File: src/rtl/mux_sel_sequencer.sv
// Select-code sequencer for the 5:1 select mux tree. The select code advances on a
// debounced button press (manual mode) or at a fixed period (auto mode).
module mux_sel_sequencer #(
    parameter int unsigned DEBOUNCE_CYCLES = 500000,
    parameter int unsigned AUTO_PERIOD     = 50000000,
    parameter int unsigned NUM_SEL         = 5
) (
    input  logic       Clk,
    input  logic       Reset_n,
    input  logic       Step,
    input  logic       Auto,
    input  logic       Clear,
    output logic [2:0] S,
    output logic       Mode,
    output logic       Wrap
);

    localparam int unsigned DW = (DEBOUNCE_CYCLES > 1) ? $clog2(DEBOUNCE_CYCLES) : 1;
    localparam int unsigned PW = (AUTO_PERIOD > 1) ? $clog2(AUTO_PERIOD) : 1;
    localparam logic [DW-1:0] DEB_LAST = DW'(DEBOUNCE_CYCLES - 1);
    localparam logic [PW-1:0] PER_LAST = PW'(AUTO_PERIOD - 1);
    localparam logic [2:0]    SEL_LAST = 3'(NUM_SEL - 1);

    typedef enum logic {
        MANUAL = 1'b0,
        AUTO   = 1'b1
    } mode_t;

    mode_t          state;
    mode_t          next_state;
    logic [2:0]     sync1;
    logic [2:0]     sync2;
    logic           step_s;
    logic           auto_s;
    logic           clr_s;
    logic           stable;
    logic [DW-1:0]  deb_cnt;
    logic [PW-1:0]  per_cnt;
    logic           deb_hit;
    logic           adv_btn;
    logic           adv_tmr;
    logic           adv;

    // Two-flop synchronizers, bit order {Step, Auto, Clear}
    always_ff @(posedge Clk or negedge Reset_n) begin
        if (!Reset_n) begin
            sync1 <= '0;
            sync2 <= '0;
        end else begin
            sync1 <= {Step, Auto, Clear};
            sync2 <= sync1;
        end
    end

    always_comb begin
        step_s = sync2[2];
        auto_s = sync2[1];
        clr_s  = sync2[0];
    end

    // Only a rising flip of the debounced value requests an advance
    always_comb begin
        deb_hit = (step_s != stable) && (deb_cnt == DEB_LAST);
        adv_btn = deb_hit && step_s;
    end

    always_ff @(posedge Clk or negedge Reset_n) begin
        if (!Reset_n) begin
            stable  <= 1'b0;
            deb_cnt <= '0;
        end else if (deb_hit) begin
            stable  <= step_s;
            deb_cnt <= '0;
        end else if (step_s != stable) begin
            deb_cnt <= deb_cnt + 1'b1;
        end else begin
            deb_cnt <= '0;
        end
    end

    always_ff @(posedge Clk or negedge Reset_n) begin
        if (!Reset_n) begin
            state <= MANUAL;
        end else begin
            state <= next_state;
        end
    end

    always_comb begin
        next_state = state;
        case (state)
            MANUAL:  if (auto_s)  next_state = AUTO;
            AUTO:    if (!auto_s) next_state = MANUAL;
            default: next_state = MANUAL;
        endcase
        Mode = (state == AUTO);
    end

    always_comb begin
        adv_tmr = (state == AUTO) && (per_cnt == PER_LAST);
        adv     = adv_btn || adv_tmr;
    end

    // Any advance restarts the period, so a button press and a timer tick
    // landing on the same edge collapse into one advance
    always_ff @(posedge Clk or negedge Reset_n) begin
        if (!Reset_n) begin
            per_cnt <= '0;
        end else if (clr_s || (state != AUTO) || adv) begin
            per_cnt <= '0;
        end else begin
            per_cnt <= per_cnt + 1'b1;
        end
    end

    always_ff @(posedge Clk or negedge Reset_n) begin
        if (!Reset_n) begin
            S    <= '0;
            Wrap <= 1'b0;
        end else if (clr_s) begin
            S    <= '0;
            Wrap <= 1'b0;
        end else if (adv) begin
            S    <= (S == SEL_LAST) ? 3'd0 : S + 3'd1;
            Wrap <= (S == SEL_LAST);
        end else begin
            Wrap <= 1'b0;
        end
    end

endmodule
File: config.mk
export PLATFORM = sky130hd
export DESIGN_NAME = mux_sel_sequencer
export DESIGN_NICKNAME = d
export VERILOG_FILES = /design/src/rtl/mux_sel_sequencer.sv
export SDC_FILE = /design/constraint.sdc
export NUM_CORES = 1
export LEC_CHECK = 0
export CAP_MARGIN = 20
export CELL_PAD_IN_SITES_DETAIL_PLACEMENT = 2
export CELL_PAD_IN_SITES_GLOBAL_PLACEMENT = 2
export CORE_AREA = 4 4 85 87
export CTS_CLUSTER_SIZE = 25
export DETAILED_ROUTE_END_ITERATION = 8
export DIE_AREA = 0 0 89 91
export GPL_TIMING_DRIVEN = 0
export HOLD_SLACK_MARGIN = 0.06
export PLACE_DENSITY = 0.81
export SLEW_MARGIN = 10
export SYNTH_ARGS = -nofsm -noshare
export SYNTH_HDL_FRONTEND = slang
export SYNTH_SLANG_ARGS = --single-unit
File: constraint.sdc
create_clock -name Clk -period 3.87 [get_ports Clk]
set_input_delay 0.5805 -clock Clk [delete_from_list [all_inputs] [get_ports Clk]]
set_output_delay 0.5805 -clock Clk [all_outputs]
set_load 0.005 [all_outputs]
Yosys cells after proc, flatten, opt, wreduce, memory -nomap -nowiden
Index checks and enable logic that the tools add are counted.

cells by class
  muxes and demuxes = 9
  bitwise operators = 1
  add/sub/neg operators = 3
  reduce and logical (&&, ||, !) cells = 7
  equal/unequal tests = 4

operators by type and width
  operator                 number
  $mux W19                 2
  $add A26 B1 Y26 const B  1
  $eq A26 B26 Y1 const B   1
  $mux W26                 1
  $add A19 B1 Y19 const B  1
  $eq A19 B19 Y1 const B   1
  $mux W3                  3
  $add A3 B1 Y3 const B    1
  $eq A3 B3 Y1 const B     1
  $logic_and A1 B1 Y1      3
  $logic_or A1 B1 Y1       3
  $mux W1                  3
  $reduce_bool A2 Y1       1
  $ne A1 B1 Y1             1
  $not A1 Y1               1

word-level totals
  register bits = 57
  logic and storage cells = 32

Longest topological paths before layout
  depth in word-level cells = 6
  mapped depth = 9

Worst setup path after synthesis
OpenSTA, ideal clock, no wires.

  path type = reg2reg
  start = reg deb_cnt[0]
  end = reg per_cnt[16]
  path slack = 1772 ps
  period minus slack after synthesis = 2098 ps
  data required time = 3749 ps
  cell stages (with the launch flop) = 10
  arrival = 1977 ps
  buffers on the path = 3
  setup time = 121 ps
  cells stage by stage = dfrtp_1 -> ha_1 -> and3_1 -> buf_2 -> nand3_1 -> o311ai_0 -> or2_2 -> clkbuf_1 -> buf_2 -> nor2_1

on the way
  longest elaborated chain between the ends = 6

RTL lines
  what                    line  text
  start, declared         37    logic [DW-1:0] deb_cnt;
  start signal, assigned  75    deb_cnt <= deb_cnt + 1'b1;
  $eq A19 B19 Y1          63    deb_hit = (step_s != stable) && (deb_cnt == DEB_LAST);
  $logic_and A1 B1 Y1     63
  $logic_and A1 B1 Y1     64    adv_btn = deb_hit && step_s;
  $logic_or A1 B1 Y1      101   adv = adv_btn || adv_tmr;
  $logic_or A1 B1 Y1      109   end else if (clr_s || (state != AUTO) || adv) begin
  $mux W26                109
  end signal, assigned    112   per_cnt <= per_cnt + 1'b1;
  end, declared           38    logic [PW-1:0] per_cnt;

No other way between the ends.
A chain may end at the register's enable or synchronous reset.

Worst setup path after layout
  start = reg deb_cnt[0]
  end = reg per_cnt[21]

The elaborated chain is that of the path after synthesis.

==> summary.md <==
| Metric | Value |
|---|---|
| DR iter-0 viols | 68 |
| HP Class | in -> async |
| Max-cap violations | 0 |
| Slowest CP cell | o311ai_0 |
| Sequential area share after synthesis | 0.531 |
| DRT Pass-1 Iters | 3 |
| Ports | 10 |
| CP max FO | 10 |
| Worst path bufs/invs | 3 |
| Mapped Cells | 266 |
| GPL Wtd Cong | 0.728 |
| Final WL | 6.66 mm |
| Most frequent cells in the layout | dfrtp_1, nor2_1, xnor2_1 |
| FMAX | 370 MHz |
| Grt total ovfl | 0 |
| Final Core Density | 0.479 |
| Worst path cell trace | ha_1, and3_1, buf_2, nand3_1, o311ai_0, or2_2, clkbuf_1, buf_2, nor2_1 |
| Post-route ant nets | 0 |
| Critical Path RT | 4.09 ns |
| CTS Buf Count | 9 |
| ANT cells | 0 |
| Rel. slew slack | 0.509 |
| Synth Area in XOR/XNOR | 0.131 |
| Postcts setup bufs | 0 |
| Clk buf depth | 2 |
| CP Class | reg -> reg |
| Final Hold Viols | 0 |
| Post-CTS sizing | 0 |
| Worst path arrival time | 2.92 ns |
| CTS tree | done |
| Outcome | finished clean |
| Clk root buf | clkbuf_8 |
| Cell Pwr Density | 376 nW/um2 |
| Final period utilization | 0.698 |
| Static leakage | 1.24 nW |
| Mapped Nets | 275 |
| Crit path max-delay family | buffers and inverters |
| Clock Skew | 0.0105 ns |
| Width of the die | 89 um |
| Wirelength per Cell | 18.1 um |
| Largest family of logic cells by synthesized area | simple AND/OR/NAND/NOR gates |
| Worst path max stage delay | 0.56 ns |
| Synthesized area per cell | 10.1 um2 |
| Commonest non-fill, non-tap cell in the layout | dfrtp_1 |
| Buffers on Ports | 9 |
| Cell Rows | 29 |
| DR vias | 2023 |
| DRC Markers | 0 |
| Total track usage | 0.185 |
| Fraction of registers with async set/reset | 1.00 |
| Layout cells sized above 1 | 0.0962 |
| Netlist cell types | 33 |
| Clock Latency Late Sink | 0.34 ns |
| Final setup fails | 0 |
| Post-synthesis cell area | 2680 um2 |
| NumNets Final | 295 |
| Hpwl dp | 4.26 mm |
| #FFs+latches synth | 57 |
| CTS clk-pin slew, worst paths | 0.07 ns |
| RSZ-0062 raised after global routing | false |
| Mux share of post-synthesis cell area | 0.00793 |
| Adder-cell share of the synthesized area | 0.0186 |
| Compound-gate portion of the synthesized area | 0.0205 |
| First-pass GRT wire length | 11.5 mm |
| H-tree depth | 3 |
| Vias in the first global route | 2252 |
| Final Critical Period | 2.70 ns |
| Least-Margin Pin Slew | 0.737 ns |
| Die ar. | 8100 um2 |
| Final Max Slew Viols | 0 |
| Area grow syn2layout | 13.2% |
| Setup TNS | 0 ns |
| CP endpoint kind | flop |
| Largest net degree at the start of global routing | 58 |
| Initial Util | 0.423 |
| Post-synth EDFFs | 0 |
| Initial antenna violation count | 0 |
| Clock sinks | 57 |
| Post-Synth Simple-Gate Area | 0.273 |
| Top_reg_cell synth | dfrtp_1 |
| Ys Warns | 0 |
| Worst setup SP type | flop |
| Via-to-Cell Ratio | 5.50 |
| Vert. Die Dim | 91 um |
| Maximum VDD drop | 0.247 mV |
| Worst path most repeated cell | buf_2 |
| Core area | 6350 um2 |
| CTS Hold Bufs | 0 |
## cell families (layout without fill, tap and decap cells)
group | Yosys count | count (layout)
adder cells (fa/ha/maj) | 4 | 4
XOR/XNOR | 40 | 40
flip-flops | 57 | 57
buffers and inverters | 12 | 37
AND/OR/NAND/NOR | 142 | 142
multiplexers | 2 | 2
AO/OA/AOI/OAI | 9 | 9
## metal layers
metal	up-vias	GRT usage	wire (um)
li1	954	-	-
met1	1046	0.244	3070
met2	14	0.298	3380
met3	9	0.0326	111
met4	0	0.0782	101
met5	-	0	0
## path summary, 6_finish.rpt
kind                            startpoint          end  slack [ns]  cells after the start
worst max register to register  deb_cnt[0]  per_cnt[21]        1.17                      9
worst max-delay path            deb_cnt[0]  per_cnt[21]        1.17                      9
worst min-delay path               Reset_n  per_cnt[16]        0.28                      1
worst min register to register    sync1[1]     sync2[1]        0.35                      0
max in group asynchronous          Reset_n         S[2]        3.07                      1
min in group Clk                  sync1[1]     sync2[1]        0.35                      0
## synth_stat cells, types with 2 or more instances
cell | number | area share
dfrtp_1 | 57 | 0.53
nor2_1 | 53 | 0.074
xnor2_1 | 22 | 0.072
xor2_1 | 18 | 0.059
nand3_1 | 17 | 0.032
nand2_1 | 16 | 0.022
nand4_1 | 14 | 0.033
nor3_1 | 10 | 0.019
and3_1 | 8 | 0.019
inv_1 | 6 | 0.0084
a21oi_1 | 4 | 0.0075
ha_1 | 4 | 0.019
and4_1 | 3 | 0.0098
buf_2 | 3 | 0.0056
clkbuf_1 | 3 | 0.0042
nor4b_1 | 3 | 0.0098
o21ai_0 | 3 | 0.0056
or3b_1 | 3 | 0.0098
or4_1 | 3 | 0.0084
or2_2 | 2 | 0.0047
or3_1 | 2 | 0.0047
## cell type report
class / count / area (um2)
timing repair buffer: 9 / 87.6
clock inverter: 7 / 47.5
fill: 676 / 3310
multi-input combinational: 197 / 1210
clock buffer: 9 / 124
sequential: 57 / 1430
tap: 77 / 96.3
inverter: 6 / 22.5
buffer: 6 / 26.3
## sequential cells by signal, summed over array words and instances, names as in the netlist
register,flops
deb_cnt,19
stable,1
Mode,1
S,3
sync1,3
sync2,3
per_cnt,26
Wrap,1
## power breakdown
group / total, mW / internal (mW) / leakage, nW / switching [mW]
Clock: 0.498 / 0.230 / 0.0850 / 0.268
Sequential: 0.610 / 0.603 / 0.777 / 0.00707
Combinational: 0.0349 / 0.0101 / 0.374 / 0.0248
## through the flow
stage	setup WS [ns]	std cells	cell area, um2	power [mW]	hold slack [ns]
6_report	1.17	368	3040	1.14	0.279
3_5_place_dp	1.18	352	2870	0.657	0.336
5_1_grt	0.893	368	3040	1.20	0.350
3_3_place_gp	0.382	352	2870	0.656	0.333
2_1_floorplan	1.77	266	2680	0.632	0.285
4_1_cts	1.14	368	3040	1.16	0.317
Power figures use the tool's default switching activity.
